==> src/rtl/frequency_jump_detector.sv <==
// Run-length frequency jump detector: establishes a baseline period from consecutive
// matching samples and reports the first or last departure from it within a frame.
module frequency_jump_detector #(
  parameter int DATA_WIDTH  = 8,
  parameter int MAX_SAMPLES = 64,
  parameter int TOLERANCE   = 0,
  parameter int MIN_RUN     = 2
) (
  input  logic                           clk,
  input  logic                           reset,
  input  logic [DATA_WIDTH-1:0]          sample_data,
  input  logic                           sample_valid,
  input  logic                           sample_last,
  output logic                           sample_ready,
  input  logic                           mode,
  output logic [$clog2(MAX_SAMPLES)-1:0] frequency_jump_index,
  output logic                           jump_detected,
  output logic [DATA_WIDTH-1:0]          base_period,
  output logic [DATA_WIDTH-1:0]          new_period,
  output logic                           overflow,
  output logic                           scanning_completed
);

  localparam int IDX_W = $clog2(MAX_SAMPLES);
  localparam int CNT_W = $clog2(MAX_SAMPLES + 1);
  localparam logic [IDX_W-1:0]      IDX_LAST  = IDX_W'(MAX_SAMPLES - 1);
  localparam logic [CNT_W-1:0]      MIN_RUN_C = CNT_W'(MIN_RUN);
  localparam logic [CNT_W-1:0]      CNT_ONE   = CNT_W'(1);
  localparam logic [DATA_WIDTH:0]   TOL_C     = (DATA_WIDTH + 1)'(TOLERANCE);

  typedef enum logic [1:0] {
    ST_IDLE     = 2'd0,
    ST_BASELINE = 2'd1,
    ST_TRACK    = 2'd2,
    ST_DONE     = 2'd3
  } state_t;

  state_t                  state_r, state_s;
  logic [IDX_W-1:0]        idx_r, idx_s;
  logic [CNT_W-1:0]        cnt_r, cnt_s;
  logic [DATA_WIDTH-1:0]   ref_r, ref_s;
  logic                    mode_r, mode_s;
  logic                    jump_s, ovf_s;
  logic [IDX_W-1:0]        jidx_s;
  logic [DATA_WIDTH-1:0]   base_s, new_s;
  logic [DATA_WIDTH:0]     samp_ext_s, ref_ext_s, diff_s;
  logic                    match_s, accept_s, last_hit_s, ovf_hit_s;

  // Distance is taken one bit wider so the subtraction never wraps.
  assign samp_ext_s = {1'b0, sample_data};
  assign ref_ext_s  = {1'b0, ref_r};
  assign diff_s     = (samp_ext_s >= ref_ext_s) ? (samp_ext_s - ref_ext_s) : (ref_ext_s - samp_ext_s);
  assign match_s    = (diff_s <= TOL_C);
  assign accept_s   = sample_valid & sample_ready;
  assign last_hit_s = accept_s & sample_last;
  assign ovf_hit_s  = accept_s & ~sample_last & (idx_r == IDX_LAST);

  // Next-state, counters and result values for the current cycle.
  always_comb begin
    state_s = state_r;
    idx_s   = idx_r;
    cnt_s   = cnt_r;
    ref_s   = ref_r;
    mode_s  = mode_r;
    jump_s  = jump_detected;
    jidx_s  = frequency_jump_index;
    base_s  = base_period;
    new_s   = new_period;
    ovf_s   = overflow;
    case (state_r)
      ST_IDLE: begin
        if (accept_s) begin
          jump_s  = 1'b0;
          jidx_s  = '0;
          base_s  = '0;
          new_s   = '0;
          ovf_s   = 1'b0;
          mode_s  = mode;
          ref_s   = sample_data;
          cnt_s   = CNT_ONE;
          state_s = ST_BASELINE;
        end else begin
          state_s = ST_IDLE;
        end
      end
      ST_BASELINE: begin
        if (accept_s && match_s) begin
          cnt_s = cnt_r + 1'b1;
          if ((cnt_r + 1'b1) == MIN_RUN_C) begin
            state_s = ST_TRACK;
            // Once a jump is reported, base_period belongs to that jump.
            base_s  = jump_detected ? base_period : ref_r;
          end else begin
            state_s = ST_BASELINE;
          end
        end else if (accept_s) begin
          ref_s = sample_data;
          cnt_s = CNT_ONE;
        end else begin
          state_s = ST_BASELINE;
        end
      end
      ST_TRACK: begin
        if (accept_s && !match_s && mode_r) begin
          jump_s  = 1'b1;
          jidx_s  = idx_r;
          new_s   = sample_data;
          base_s  = ref_r;
          ref_s   = sample_data;
          cnt_s   = CNT_ONE;
          state_s = ST_BASELINE;
        end else if (accept_s && !match_s && !jump_detected) begin
          jump_s = 1'b1;
          jidx_s = idx_r;
          new_s  = sample_data;
        end else begin
          state_s = ST_TRACK;
        end
      end
      ST_DONE: begin
        state_s = ST_IDLE;
        idx_s   = '0;
      end
      default: begin
        state_s = ST_IDLE;
        idx_s   = '0;
      end
    endcase
    idx_s   = accept_s ? (idx_r + 1'b1) : idx_s;
    ovf_s   = ovf_hit_s ? 1'b1 : ovf_s;
    state_s = (last_hit_s || ovf_hit_s) ? ST_DONE : state_s;
  end

  // State, counters and registered outputs.
  always_ff @(posedge clk or negedge reset) begin
    if (!reset) begin
      state_r              <= ST_IDLE;
      idx_r                <= '0;
      cnt_r                <= '0;
      ref_r                <= '0;
      mode_r               <= 1'b0;
      jump_detected        <= 1'b0;
      frequency_jump_index <= '0;
      base_period          <= '0;
      new_period           <= '0;
      overflow             <= 1'b0;
      scanning_completed   <= 1'b0;
      sample_ready         <= 1'b1;
    end else begin
      state_r              <= state_s;
      idx_r                <= idx_s;
      cnt_r                <= cnt_s;
      ref_r                <= ref_s;
      mode_r               <= mode_s;
      jump_detected        <= jump_s;
      frequency_jump_index <= jidx_s;
      base_period          <= base_s;
      new_period           <= new_s;
      overflow             <= ovf_s;
      scanning_completed   <= (state_s == ST_DONE);
      sample_ready         <= (state_s != ST_DONE);
    end
  end

endmodule

==> config.mk <==
export PLATFORM = sky130hd
export DESIGN_NAME = frequency_jump_detector
export DESIGN_NICKNAME = d
export VERILOG_FILES = /design/src/rtl/frequency_jump_detector.sv
export SDC_FILE = /design/constraint.sdc
export NUM_CORES = 1
export LEC_CHECK = 0
export CORE_ASPECT_RATIO = 0.6
export CORE_MARGIN = 3
export CORE_UTILIZATION = 57
export CTS_CLUSTER_DIAMETER = 40
export DETAILED_ROUTE_END_ITERATION = 6
export PLACE_DENSITY = 0.88
export SLEW_MARGIN = 20
export SYNTH_ARGS = -nofsm -noshare
export SYNTH_HDL_FRONTEND = slang
export SYNTH_SLANG_ARGS = --single-unit
==> constraint.sdc <==
create_clock -name clk -period 3.3 [get_ports clk]
set_input_delay 0.33 -clock clk [delete_from_list [all_inputs] [get_ports clk]]
set_output_delay 0.33 -clock clk [all_outputs]
set_load 0.03 [all_outputs]
; Word-level counts from Yosys, hierarchy flattened
; Cells that the tools add are included.
[word_totals]
ff_bits = 50
wordCells = 94
[classes]
n_addsub = 4
magnitude_cmp = 2
n_eq_ne = 14
muxes = 38
bitwise = 5
reduce_logical = 19
[ops]
columns = op, n
row1 = two-way mux 8 bit, 10
row2 = one-hot mux 8 bit (3 select lines), 2
row3 = two-way mux 6 bit, 5
row4 = two-way mux 7 bit, 3
row5 = one-hot mux 7 bit (3 select lines), 1
row6 = subtractor 8 x 8 -> 9 bit, 2
row7 = one-hot mux 8 bit (2 select lines), 1
row8 = "!= test 2 bit, second input constant", 7
row9 = two-way mux 2 bit, 6
row10 = one-hot mux 6 bit (2 select lines), 1
row11 = "<= comparator 9 x 1 -> 1 bit, second input constant", 1
row12 = two-way mux 9 bit, 1
row13 = greater-or-equal comparator 8 bit, 1
row14 = one-hot mux 2 bit (4 select lines), 1
row15 = nonzero test 2 bit, 4
row16 = "adder 7 x 1 -> 7 bit, second input constant", 1
row17 = "equality test 7 x 2 -> 1 bit, second input constant", 1
row18 = "adder 6 x 1 -> 6 bit, second input constant", 1
row19 = "equality test 2 bit, second input constant", 3
row20 = "equality test 6 bit, second input constant", 1
row21 = two-way mux 1 bit, 6
row22 = AND reduction 2 bit, 3
row23 = AND reduction 3 bit, 2
row24 = AND reduction 6 bit, 1
row25 = 10 further kinds, 17

; Logic depth before layout (Yosys ltp)
; Gate-level depths: netlist of run 1.
[logic_depth]
ltp_word = 11
mapped_depth = 12
depth_no_buf = 10

; Worst setup path after synthesis of run 1
; No wires, ideal clock.
[synth_path]
kind = flip-flop to flip-flop
from = register ref_r[3]
to = register base_period[0]
setup_time_ns = 0.079
arrival_time_ns = 2.696
required_ns = 3.221
setup_slack_ns = 0.524
stages_incl_launch_ff = 10
n_path_buf = 0
synth_period_minus_slack_ns = 2.776
path_cell_list = dfrtp_1 ha_1 and2_4 a31o_1 a21o_1 a2111oi_4 o2111ai_4 a21oi_4 a2bb2oi_4 mux2i_1
[synth_between]
elab_chain_len = 8
word_cells_on_any_way = 12
classes_between = 2 x add/sub / 2 x order compare / 2 x eq/ne / 1 x mux / 5 x reduce/logical
[synth_rtl]
columns = item, line
row1 = "start, declared", 41  ; logic [DATA_WIDTH-1:0] ref_r, ref_s;
row2 = "start signal, assigned", 153  ; ref_r <= ref_s;
row3 = subtractor 8 x 8 -> 9 bit / greater-or-equal comparator 8 bit (equally long branches), 52  ; assign diff_s = (samp_ext_s >= ref_ext_s) ? (samp_ext_s - ref_ext_s) : (ref_ext_s - samp_ext_s);
row4 = two-way mux 9 bit (*), 52
row5 = <= comparator 9 x 1 -> 1 bit (*), 53  ; assign match_s = (diff_s <= TOL_C);
row6 = zero test 1 bit, 104  ; if (accept_s && !match_s && mode_r) begin
row7 = logical AND 1 bit (2 in series), 104
row8 = != test 2 bit (no source line), n/a
row9 = AND reduction 6 bit (no source line) (*), n/a
row10 = "end signal, assigned", 157  ; base_period <= base_s;
row11 = "end, declared", 18  ; output logic [DATA_WIDTH-1:0] base_period,
; Mark *: on every way between the ends. The rest lies on a longest branch, timed or not.
; A chain may end at the register's enable or synchronous reset.

; Worst setup path after layout of run 1
[layout_path]
from = input port sample_data[2]
to = register state_r[1]
[layout_between]
elab_chain_len = 10
word_cells_on_any_way = 15
classes_between = 2 x add/sub / 2 x order compare / 6 x mux / 5 x reduce/logical
[layout_rtl]
columns = item, line
row1 = "start, declared", 11  ; input logic [DATA_WIDTH-1:0] sample_data,
row2 = subtractor 8 x 8 -> 9 bit / greater-or-equal comparator 8 bit (equally long branches), 52
row3 = two-way mux 9 bit (*), 52
row4 = <= comparator 9 x 1 -> 1 bit (*), 53
row5 = zero test 1 bit, "104, 112"
row6 = logical AND 1 bit, "104, 112"
row7 = logical AND 1 bit, 112  ; end else if (accept_s && !match_s && !jump_detected) begin
row8 = two-way mux 2 bit, 112
row9 = two-way mux 2 bit, 104
row10 = one-hot mux 2 bit (4 select lines) (*), 70  ; case (state_r)
row11 = two-way mux 2 bit (*), 131  ; state_s = (last_hit_s || ovf_hit_s) ? ST_DONE : state_s;
row12 = net state_s[1], 38  ; state_t state_r, state_s;
row13 = "end signal, assigned", 150  ; state_r <= state_s;
row14 = "end, declared", 38
; Mark *: on every way through the listed nets, which the timed path passes. The rest lies on a longest branch.

==> metrics.md, run 1 <==
| Metric | Value |
|---|---|
| DRC viols | 0 |
| Slew Limit Fails | 0 |
| Worst-path fanout max | 8 |
| Top post-synthesis cells by count | nand2_1, dfrtp_1, inv_1 |
| CTS tree | done |
| Hold_buf cts | 0 |
| RSZ-0062 raised after global routing | no |
| Register area share after synthesis | 0.373 |
| Pre-CTS setup slack | -0.0305 ns |
| H-tree depth | 2 |
| Clock tree sinks | 50 |
| Worst Path Arrival | 3.28 ns |
| Largest net degree at the start of global routing | 41 |
| Initial DRC Count | 204 |
| Clock skew | 0.00693 ns |
| Cells after synthesis | 370 |
| Crit start category | input pin |
| Yosys warns | 0 |
| Final Cycle Share | 0.927 |
| Worst Path Required | 3.52 ns |
| Pwr dens | 864 nW/um2 |
| Global Route Usage Sum | 0.255 |
| Post-synth ARST share | 1.00 |
| Sum Neg Setup Slack | 0 ns |
| CTS Buf Count | 5 |
| Nets@finish | 464 |
| Synthesized area | 3360 um2 |
| Number of vias per cell | 5.73 |
| Avg Cell Area, Syn | 9.08 um2 |
| Layout area overhead | 21.5% |
| Total number of vias | 2,892 |
| Filler cell count | 405 |
| Number of synthesized flops with an enable pin | 0 |
| Final Hold Viols | 0 |
| Die Footprint | 6880 um2 |
| Cell row count | 20 |
| Hpwl dp | 6.07 mm |
| Unique masters post-synth | 61 |
| Max Clk Rate | 0.327 GHz |
| Initial antenna violation count | 0 |
| First-pass GRT wire length | 14.1 mm |
| Clock transition at the registers of the reported paths | 0.10 ns |
| # setup viols final | 0 |
| Core box area | 5360 um2 |
| Root buffer cell | clkbuf_8 |
| Starting Density | 0.627 |
| Worst slew pin tran | 0.896 ns |
| Synth top area cells | dfrtp_1, mux2i_1, ha_1 |
| Count leader, synth | nand2_1 |
| Ys flop type | dfrtp_1 |
| Routed WL per cell | 16.3 um |
| Fin worst setup slack | 0.240 ns |
| Chip height | 65.5 um |
| Clk buf depth | 2 |
| Crit path capture type | register |
| Proportion of layout cells with a drive suffix above 1 | 0.124 |
| Resized Gates After CTS | 0 |
| Drt pass-1 iters | 5 |
| Diode count | 0 |
| Fin crit period | 3.06 ns |
| Hold WC Path Type | input pin to async pin |
| Vias in the first global route | 2,882 |
| Status | completed |
| Final ANT Viol Nets | 0 |
| Net Count, Synth | 407 |
| Clk_lat worst skew | 0.32 ns |
| Placer Congestion | 0.991 |
| I/O Buffers | 38 |
| Leak | 1.93 nW |
| Rel. slew slack | 0.403 |
| Maximum VDD drop | 0.607 mV |
| Setup Crit Path Kind | input pin to register |
| Max Cap Violations | 0 |
| Ports | 39 |
| Die W | 105 um |
| Post-synthesis register bit count | 50 |
| Total gr overflow | 0 |
| Largest area contributor in the netlist | dfrtp_1 |
| Top cell type's share of synthesized area | 0.365 |
| Final WL | 8.22 mm |
| Post-CTS Setup Repair Bufs | 0 |
==> routing by layer <==
metal | GRT usage | part of all wire | vias up
met4 | 0.0556 | 0.013 | 0
met1 | 0.351 | 0.46 | 1367
met3 | 0.0667 | 0.077 | 14
met2 | 0.407 | 0.44 | 134
met5 | 0 | 0 | -
li1 | - | - | 1377
==> layout by cell type, fill, tap and decap left out, drive strengths merged, types with 4 or more instances in the layout <==
master | synthesis | layout
a31oi | 6 | 6
o211ai | 4 | 4
nand3 | 6 | 6
a22oi | 4 | 4
a21oi | 16 | 16
ha | 24 | 24
nand2b | 4 | 4
dfrtp | 49 | 49
buf | 5 | 28
a21o | 6 | 6
nor2 | 27 | 27
clkbuf | 10 | 5
nand3b | 4 | 4
nand2 | 52 | 52
clkdlybuf4s50 | 0 | 37
mux2i | 31 | 31
o21ai | 15 | 15
and3 | 5 | 5
xnor2 | 4 | 4
inv | 47 | 49
nor3 | 6 | 6
==> report_power, final <==
group          switching [W]  internal [W]
Clock               0.000238      0.000159
Sequential          0.000171      0.000814
Combinational        0.00122      0.000926
==> cells by family (layout without fill, tap and decap cells) <==
family                     count (synthesis)  after routing  share of synthesized area
xor gates and xnor gates                   5              5                     0.0130
DFF                                       50             50                      0.373
adders and majority gates                 24             24                     0.0894
muxes                                     33             33                     0.0991
buffers and inverters                     62            120                     0.0745
and+or+nand+nor                          121            121                      0.173
AOI/OAI and AO/OA                         75             75                      0.178
==> per-stage QoR <==
step	total power [W]	hold WS [ns]	utilization	instances	area (um2)
detailed placement	0.00309	0.511	0.744	497	3980
CTS	0.00350	0.170	0.762	505	4080
global placement	0.00303	0.463	0.744	497	3980
floorplan	0.00236	0.0344	-	370	3360
finish	0.00353	0.127	0.762	505	4080
global route	0.00375	0.200	0.762	505	4080
==> path summary, 6_finish.rpt <==
path | from | depth (start not counted) | slack [ns] | to
hold reg to reg | base_period[6] | 2 | 0.53 | base_period[6]
max in group asynchronous | reset | 2 | 2.41 | sample_ready
setup / recovery | sample_data[2] | 12 | 0.24 | state_r[1]
min in group clk | base_period[6] | 2 | 0.53 | base_period[6]
hold / removal | reset | 1 | 0.13 | new_period[6]
setup reg to reg | ref_r[4] | 10 | 0.39 | state_r[1]
==> flip-flops by register name (all words and copies together), names as in the netlist <==
signal,cells
base_period,8
cnt_r,7
frequency_jump_index,6
idx_r,6
jump_detected,1
mode_r,1
new_period,8
overflow,1
ref_r,8
sample_ready,1
scanning_completed,1
state_r,2
==> critical path, cell delays in order <==
cell and delay, ns:
clkdlybuf4s50_1 0.49, inv_1 0.07, ha_1 0.42, o21ai_0 0.20, a21oi_1 0.07, o41ai_1 0.42
mux2i_1 0.18, nand2_1 0.25, nand2_4 0.11, buf_4 0.18, a221o_1 0.35, a21o_1 0.19
==> area by class of cell <==
cell class,count,area (um2),area share
Multi-Input combinational cell,258,1860,0.455
Sequential cell,50,1250,0.307
Timing Repair Buffer,65,603,0.148
Inverter,47,176,0.0432
Tap cell,77,96.3,0.0236
Clock buffer,5,68.8,0.0169
Clock inverter,3,28.8,0.00705
Power figures use the tool's default switching activity.
==> run 2, diff against run 1 <==
--- a/config.mk
+++ b/config.mk
@@ -10,6 +10,7 @@
 export CORE_UTILIZATION = 57
 export CTS_CLUSTER_DIAMETER = 40
 export DETAILED_ROUTE_END_ITERATION = 6
+export GPL_ROUTABILITY_DRIVEN = 0
 export PLACE_DENSITY = 0.88
 export SLEW_MARGIN = 20
 export SYNTH_ARGS = -nofsm -noshare
==> results of run 2 <==
The final DEF is identical to that of run 1; final timing and power are the same.
==> run 3, diff against run 2 <==
--- a/config.mk
+++ b/config.mk
@@ -12,7 +12,7 @@
 export DETAILED_ROUTE_END_ITERATION = 6
 export GPL_ROUTABILITY_DRIVEN = 0
 export PLACE_DENSITY = 0.88
-export SLEW_MARGIN = 20
+export SLEW_MARGIN = 40
 export SYNTH_ARGS = -nofsm -noshare
 export SYNTH_HDL_FRONTEND = slang
 export SYNTH_SLANG_ARGS = --single-unit
==> run 3 against run 2 <==
Compared with the run above: first-iteration DRC count up 3.4%; die area unchanged; hold slack improved by 0.40 ns.
==> metrics.md, run 3 (synthesis gave the netlist of run 1 again) <==
| Metric | Value |
|---|---|
| Initial DRC Count | 211 |
| Global Route Usage Sum | 0.254 |
| Fin util | 0.764 |
| Cell row count | 20 |
| Finished Layout Cells | 506 |
| Metal-1 WL | 3.99 mm |
| Post-CTS Setup Repair Bufs | 0 |
| First-pass GRT wire length | 14.0 mm |
| Met2 wire length | 3.66 mm |
| Root buffer cell | clkbuf_8 |
| Vias in the first global route | 2,903 |
| Clock transition at the registers of the reported paths | 0.10 ns |
| Setup Crit Path Kind | input pin to register |
| Fin crit period | 3.08 ns |
| FF-to-FF setup slack | 0.37 ns |
| Reg2Reg Depth | 10 |
| Clk buf depth | 2 |
| Worst Hold End | overflow |
| Placed Cells | 497 |
| Routed WL per cell | 16.3 um |
| Largest regs | base_period: 8 flops, new_period: 8 flops, ref_r: 8 flops |
| Worst slew pin tran | 0.823 ns |
| Hpwl dp | 6.05 mm |
| Clock tree sinks | 50 |
| Crit path capture type | register |
| DR WL met3 | 504 um |
| Die Footprint | 6880 um2 |
| Hold Crit Depth | 1 |
| Maximum VDD drop | 0.633 mV |
| Number of vias per cell | 5.68 |
| Drt pass-1 iters | 4 |
| Hold_buf cts | 1 |
| Final Cell Area | 4090 um2 |
| Worst Path Required | 3.53 ns |
| Layout area overhead | 21.8% |
| Reg power frac | 0.280 |
| Largest net degree at the start of global routing | 41 |
| Initial antenna violation count | 0 |
| DRC viols | 0 |
| Ports | 39 |
| RSZ-0062 raised after global routing | no |
| Switch Pwr | 0.00162 W |
| Clk_lat worst skew | 0.31 ns |
| Final Cycle Share | 0.934 |
| Int Power | 0.00189 W |
| H-tree depth | 2 |
| Resized Gates After CTS | 0 |
| I/O Buffers | 38 |
| Total number of vias | 2,876 |
| Fin Hold WS | 0.526 ns |
| Total gr overflow | 0 |
| Leak | 1.92 nW |
| Die W | 105 um |
| CP Launch Point | sample_data[2] |
| Worst Path Arrival | 3.31 ns |
| Sw Share | 0.461 |
| Commonest non-fill, non-tap cell in the layout | nand2_1 |
| Final WL | 8.26 mm |
| Clk network pwr share | 0.107 |
| Nets@finish | 465 |
| Rel. slew slack | 0.452 |
| Max Clk Rate | 0.324 GHz |
| Top Layer Used | met4 |
| Core box area | 5360 um2 |
| Filler cell count | 392 |
| Chip height | 65.5 um |
| Crit start category | input pin |
| # setup viols final | 0 |
| RR Startpoint | ref_r[4] |
| Status | completed |
| CTS tree | done |
| Hold WC Path Type | register to register |
| Gate power share | 0.612 |
| Worst-path fanout max | 15 |
| Final Hold Viols | 0 |
| Most frequent cells in the layout | nand2_1, dfrtp_1, inv_1, clkdlybuf4s50_1, mux2i_1 |
| Starting Density | 0.627 |
| Placed Instance Area | 3990 um2 |
| Diode count | 0 |
| Pwr dens | 859 nW/um2 |
| Final ANT Viol Nets | 0 |
| Slew Limit Fails | 0 |
| Worst Hold Launch | overflow |
| Clock skew | 0.00848 ns |
| Proportion of layout cells with a drive suffix above 1 | 0.124 |
| Max Cap Violations | 0 |
| R2R Path End | frequency_jump_index[1] |
| CTS Buf Count | 5 |
-- run 3: area by class of cell --
class                           instances  area, um2  share of cell area
Clock inverter                          3       23.8             0.00581
Multi-Input combinational cell        258       1860               0.454
Inverter                               47        176              0.0431
Tap cell                               77       96.3              0.0236
Sequential cell                        50       1250               0.306
Clock buffer                            5       68.8              0.0168
Timing Repair Buffer                   66        616               0.151
-- run 3: worst max path at each step --
stage          depth (start not counted)  slack [ns]                 endpoint
6_report                              12        0.22  frequency_jump_index[1]
5_1_grt                               12        0.05  frequency_jump_index[3]
4_1_cts                               12        0.21  frequency_jump_index[1]
3_5_place_dp                          12       -0.07               state_r[1]
3_3_place_gp                          12        0.02           base_period[0]
2_1_floorplan                         10        0.52           base_period[0]
-- run 3: critical path: stages --
cell and delay [ns]:
clkdlybuf4s50_1 0.49, inv_1 0.07, ha_1 0.42, o21ai_0 0.20, a21oi_1 0.07, o41ai_1 0.43, mux2i_1 0.18, nand2_1 0.25
nand2_4 0.11, o31ai_4 0.29, buf_12 0.21, mux2i_1 0.25
-- run 3: power by group through the flow --
stage	Combinational [W]	Sequential, W	Clock, W
after floorplan	0.00119	0.00117	0
after global placement	0.00205	0.000980	0
after detailed placement	0.00210	0.000988	0
after CTS	0.00213	0.000981	0.000383
after global routing	0.00231	0.00101	0.000411
final	0.00215	0.000985	0.000377
-- run 3: through the flow --
step | worst slack (ns) | TNS [ns] | total power (W)
after floorplan | 0.524 | 0 | 0.00236
after global placement | 0.0170 | 0 | 0.00303
after detailed placement | -0.0733 | -0.545 | 0.00309
after CTS | 0.214 | 0 | 0.00349
after global routing | 0.0545 | 0 | 0.00374
final | 0.217 | 0 | 0.00351
-- run 3: metal layers --
layer,track usage,vias to the layer above
met5,0,-
met4,0.0589,0
met3,0.0520,16
met2,0.415,111
met1,0.350,1370
li1,-,1379
